<file path="src/rtl/cnt_sched_pkg.sv">
// Shared definitions for the counter scheduler: FSM state encoding and default sizing.
package cnt_sched_pkg;

    localparam int unsigned DEF_N_REQ = 4;
    localparam int unsigned DEF_CNT_W = 4;

    typedef enum logic [1:0] {
        ST_IDLE  = 2'd0,
        ST_COUNT = 2'd1,
        ST_DONE  = 2'd2
    } state_t;

endpackage

</file>
<file path="src/rtl/cnt_sched_ctr.sv">
// Shared interval up-counter: async clear, synchronous clear, clock enable.
module cnt_sched_ctr
    import cnt_sched_pkg::*;
#(
    parameter int unsigned CNT_W = DEF_CNT_W
) (
    input  logic             C,
    input  logic             CLR,
    input  logic             SCLR,
    input  logic             CE,
    output logic [CNT_W-1:0] Q
);

    logic [CNT_W-1:0] r_q;

    always_ff @(posedge C or posedge CLR) begin
        if (CLR) begin
            r_q <= '0;
        end else if (SCLR) begin
            r_q <= '0;
        end else if (CE) begin
            r_q <= r_q + 1'b1;
        end
    end

    assign Q = r_q;

endmodule

</file>
<file path="src/rtl/cnt_sched.sv">
// Arbitrated interval scheduler: grants one requester a counted interval of latched length.
// Define CNT_SCHED_RR_EN for round-robin arbitration; otherwise lowest index wins.
module cnt_sched
    import cnt_sched_pkg::*;
#(
    parameter int unsigned N_REQ = DEF_N_REQ,
    parameter int unsigned CNT_W = DEF_CNT_W
) (
    input  logic                   C,
    input  logic                   CLR,
    input  logic [N_REQ-1:0]       REQ,
    input  logic [N_REQ*CNT_W-1:0] LEN,
    input  logic                   PAUSE,
    output logic [N_REQ-1:0]       GNT,
    output logic [N_REQ-1:0]       DONE,
    output logic                   BUSY,
    output logic [CNT_W-1:0]       Q
);

    localparam int unsigned IDX_W = $clog2(N_REQ);

    state_t           r_state;
    logic [N_REQ-1:0] r_gnt;
    logic [N_REQ-1:0] r_done;
    logic [CNT_W-1:0] r_len;

    logic [IDX_W-1:0] w_win;
    logic [IDX_W-1:0] w_cand;
    logic [CNT_W-1:0] w_q;
    logic             w_any;
    logic             w_own;
    logic             w_at_end;
    logic             w_sclr;
    logic             w_ce;

`ifdef CNT_SCHED_RR_EN
    logic [IDX_W-1:0] r_ptr;
    logic             w_found;

    // Search starts one past the last winner and wraps around.
    always_comb begin
        w_win   = '0;
        w_cand  = '0;
        w_found = 1'b0;
        for (int unsigned k = 1; k <= N_REQ; k++) begin
            w_cand = IDX_W'((32'(r_ptr) + k) % N_REQ);
            if (!w_found && REQ[w_cand]) begin
                w_found = 1'b1;
                w_win   = w_cand;
            end
        end
    end
`else
    // Scan downward so the lowest requesting index is the last one written.
    always_comb begin
        w_win  = '0;
        w_cand = '0;
        for (int unsigned k = N_REQ; k > 0; k--) begin
            w_cand = IDX_W'(k - 1);
            if (REQ[w_cand]) begin
                w_win = w_cand;
            end
        end
    end
`endif

    assign w_any    = |REQ;
    assign w_own    = |(REQ & r_gnt);
    assign w_at_end = (w_q == r_len);
    assign w_sclr   = (r_state == ST_IDLE) && w_any;
    // Terminal compare gates the increment, so the counter never wraps.
    assign w_ce     = (r_state == ST_COUNT) && w_own && !PAUSE && !w_at_end;

    cnt_sched_ctr #(
        .CNT_W (CNT_W)
    ) u_ctr (
        .C    (C),
        .CLR  (CLR),
        .SCLR (w_sclr),
        .CE   (w_ce),
        .Q    (w_q)
    );

    always_ff @(posedge C or posedge CLR) begin
        if (CLR) begin
            r_state <= ST_IDLE;
            r_gnt   <= '0;
            r_done  <= '0;
            r_len   <= '0;
`ifdef CNT_SCHED_RR_EN
            r_ptr   <= IDX_W'(N_REQ - 1);
`endif
        end else begin
            case (r_state)
                ST_IDLE: begin
                    r_done <= '0;
                    if (w_any) begin
                        r_len   <= LEN[w_win*CNT_W +: CNT_W];
                        r_gnt   <= N_REQ'(1) << w_win;
                        r_state <= ST_COUNT;
`ifdef CNT_SCHED_RR_EN
                        r_ptr   <= w_win;
`endif
                    end
                end
                ST_COUNT: begin
                    // A dropped request aborts even while paused.
                    if (!w_own) begin
                        r_gnt   <= '0;
                        r_state <= ST_IDLE;
                    end else if (!PAUSE && w_at_end) begin
                        r_done  <= r_gnt;
                        r_gnt   <= '0;
                        r_state <= ST_DONE;
                    end
                end
                ST_DONE: begin
                    r_done  <= '0;
                    r_state <= ST_IDLE;
                end
                default: begin
                    r_gnt   <= '0;
                    r_done  <= '0;
                    r_state <= ST_IDLE;
                end
            endcase
        end
    end

    assign GNT  = r_gnt;
    assign DONE = r_done;
    assign BUSY = (r_state != ST_IDLE);
    assign Q    = w_q;

endmodule

</file>
<file path="config.mk">
export PLATFORM = sky130hd
export DESIGN_NAME = cnt_sched
export DESIGN_NICKNAME = d
export VERILOG_FILES = /design/src/rtl/cnt_sched_pkg.sv /design/src/rtl/cnt_sched_ctr.sv /design/src/rtl/cnt_sched.sv
export SDC_FILE = /design/constraint.sdc
export NUM_CORES = 1
export LEC_CHECK = 0
export CAP_MARGIN = 15
export CORE_MARGIN = 4
export CORE_UTILIZATION = 45
export CTS_CLUSTER_DIAMETER = 150
export DETAILED_ROUTE_END_ITERATION = 6
export GPL_ROUTABILITY_DRIVEN = 0
export PLACE_DENSITY = 0.81
export RECOVER_POWER = 50
export SLEW_MARGIN = 20
export SYNTH_ARGS = -nofsm -noshare
export SYNTH_HDL_FRONTEND = slang
export SYNTH_SLANG_ARGS = --single-unit
</file>
<file path="constraint.sdc">
create_clock -name C -period 1.6 [get_ports C]
set_input_delay 0.32 -clock C [delete_from_list [all_inputs] [get_ports C]]
set_output_delay 0.32 -clock C [all_outputs]
set_load 0.01 [all_outputs]
</file>
==> impl_metrics.tcl <==
set metrics [dict create \
    synth_area_um2 1080 \
    crit_path_max_incr_delay_ns 0.53 \
    num_antenna_cells 0 \
    grt_pass1_vias 1211 \
    maxCapViolations 0 \
    root_buffer "clkbuf_4" \
    leakagePower_nw 0.758 \
    slew_violations 0 \
    first_pass_iters 4 \
    hold_depth 2 \
    yosys_most_used_dff "dfrtp_1" \
    io_pins 36 \
    crit_type "in2reg" \
    final_cell_mix "buf_4 (28), clkdlybuf4s50_1 (25), nand2_1 (18), dfrtp_1 (16), o21ai_0 (10)" \
    hold_start "r_len[2]" \
    vias 1143 \
    numPortBuffers 35 \
    path_max_fanout 5 \
    post-route-util_pct 76.4 \
    cts_made_buffers 3 \
    worstMarginPinSlew_ns 0.949 \
    fillCellCount 170 \
    clkSinkCount 18 \
    r2r_start "GNT[3]" \
    r2r_end "u_ctr.Q[1]" \
    hold_viol 0 \
    cts_tree "yes" \
    ant_nets 0 \
    setup_viol 0 \
    timing.fmax_ghz 0.642 \
    relSlewSlack_pct 36.7 \
    status "complete, no violations" \
    syn_avg_cell_area_um2 9.73 \
    drtIter0Drc 34 \
    area_growth_pct 59.4 \
    rsz0062_at_grt "false" \
    startpoint_type "input pin" \
    postPlaceCellArea_um2 1590 \
    min-delay-path-class "reg2reg" \
    fin_nets 202 \
    hpwl_um 2320 \
    async_flop_share_pct 100 \
    cts_max_path_buffers 2 \
    viasPerCell 5.58 \
    synth.distinct_cells 33 \
    cp_num_buf_inv 1 \
    finalCritPeriodShare_pct 97.4 \
    postLayoutSetupSlackWorst_ns 0.0418 \
    r2r_setup_slack_ns 0.08 \
    synthCells 111 \
    coreArea_um2 2250 \
    clk_latency_ns 0.30 \
    p_total_mw 1.98 \
    track_usage_pct 20.6 \
    ys_seq_area_share_pct 41.7 \
    chipWidth_um 57.0 \
    dp_slack_ns -0.376 \
    fin_crit_ns 1.56 \
    layout_commonest_cell "buf_4" \
    endpoint_kind "flip-flop" \
    synth-seq-cells 18 \
    hold_end "r_len[2]" \
    rows 17 \
    final_cell_area_um2 1720 \
    grt_pass1_wl_um 5240 \
    cpMaxStageDelayCell "clkdlybuf4s50_1" \
    dieArea_um2 3250 \
    antenna_found_initial 0 \
    peakVddDrop_v 0.000751 \
    synth-edff-count 0 \
    finalSetupTns_ns 0 \
    initial_utilization_pct 47.9 \
    gr-total-overflow 0 \
    clk_pin_slew_ns 0.10 \
    path_delay_family "compound AO/OA/AOI/OAI gates" \
    power_density_nw_per_um2 1150 \
    drc 0 \
    required_ns 1.80 \
    wirelength_um 3130 \
    syn_nets 135 \
    drive_gt1_share_pct 29.4 \
    path_cells "clkdlybuf4s50_1 > a22oi_2 > a2111oi_4 > a211oi_2 > a31o_2" \
    arrival_ns 1.75 \
    reg2reg_depth 5 \
    grt_max_degree 19 \
    h-tree-depth 1 \
    yosys_warnings 0 \
    wl_per_cell_um 15.3 \
    fin_skew_ns 0.00438 \
    die_y_um 57.0 \
]
==> logic make-up after synthesis <==
group                      after synthesis  synth area share (%)
xor gates and xnor gates                 4                  3.24
and+or+nand+nor                         39                  18.5
AOI/OAI and AO/OA                       35                  27.0
adders and majority gates                1                  1.16
DFF                                     18                  41.7
buffers and inverters                   11                  5.56
muxes                                    3                  2.78
==> worst max path at each step <==
stage,cells past startpoint,start,slack [ns],end
5_1_grt,5,REQ[3],0.006,r_len[0]
3_5_place_dp,5,REQ[2],-0.38,u_ctr.Q[1]
3_3_place_gp,5,REQ[2],-0.34,u_ctr.Q[1]
4_1_cts,1,GNT[3],0.03,GNT[3]
2_1_floorplan,4,GNT[2],0.14,u_ctr.Q[1]
6_report,5,REQ[3],0.04,u_ctr.Q[1]
==> per-stage QoR <==
step                hold WS (ns)  instances
finish                     0.515        205
global route               0.549        205
CTS                        0.336        205
detailed placement         0.494        190
global placement           0.494        190
floorplan                  0.259        111
==> final cells by class <==
type	instances	area (um2)	area share (%)
multi-input combinational	82	593	34.4
timing repair buffer	66	578	33.6
sequential	18	453	26.3
clock buffer	4	36.3	2.11
tap	28	35.0	2.03
inverter	7	26.3	1.53
==> cells in the mapped netlist, types with 2 or more instances <==
library cell / n / area share [%]
nand4_1: 4 / 2.3
a32oi_1: 7 / 5.7
o31ai_1: 2 / 1.4
o21ai_1: 2 / 0.93
inv_1: 7 / 2.4
nor2_1: 4 / 1.4
o21ai_0: 10 / 4.6
nand2b_1: 4 / 2.3
xnor2_1: 4 / 3.2
mux2i_1: 3 / 2.8
nand3_1: 2 / 0.93
dfrtp_1: 18 / 42
a22oi_1: 2 / 1.4
buf_6: 2 / 2.1
a21oi_2: 2 / 1.6
nand2_1: 18 / 6.3
a221o_2: 4 / 4.2
==> metal layers <==
layer,part of all wire [%],GRT usage (%),vias to the layer above
li1,-,-,545
met1,40,23.0,546
met2,51,35.6,40
met3,5.9,4.98,12
met4,2.8,11.6,0
met5,0,0,-
==> sequential cells by signal (all words and copies together) (netlist names) <==
name and count:
DONE 4, GNT 4, r_len 4, r_state 2, u_ctr.Q 4
==> worst reg2reg max path: stages, from the launching register on <==
cell       delay (ns)
dfrtp_2          0.42
buf_4            0.12
a22oi_2          0.07
a2111oi_4        0.44
a211oi_2         0.13
a31o_2           0.23
==> power breakdown <==
part           switching [mW]  internal, mW  leakage [nW]
registers              0.0851         0.556         0.237
clock network           0.149         0.139        0.0210
logic                   0.514         0.539         0.500
total                   0.747          1.23         0.758
==> repair_timing <==
item | in CTS | in global routing
pin swaps | 1 | 0
setup endpoints to repair | 17 | 11
setup buffers | 11 | 0
gates resized for setup | 12 | 7
hold buffers | 0 | 0
Power figures use the tool's default switching activity.
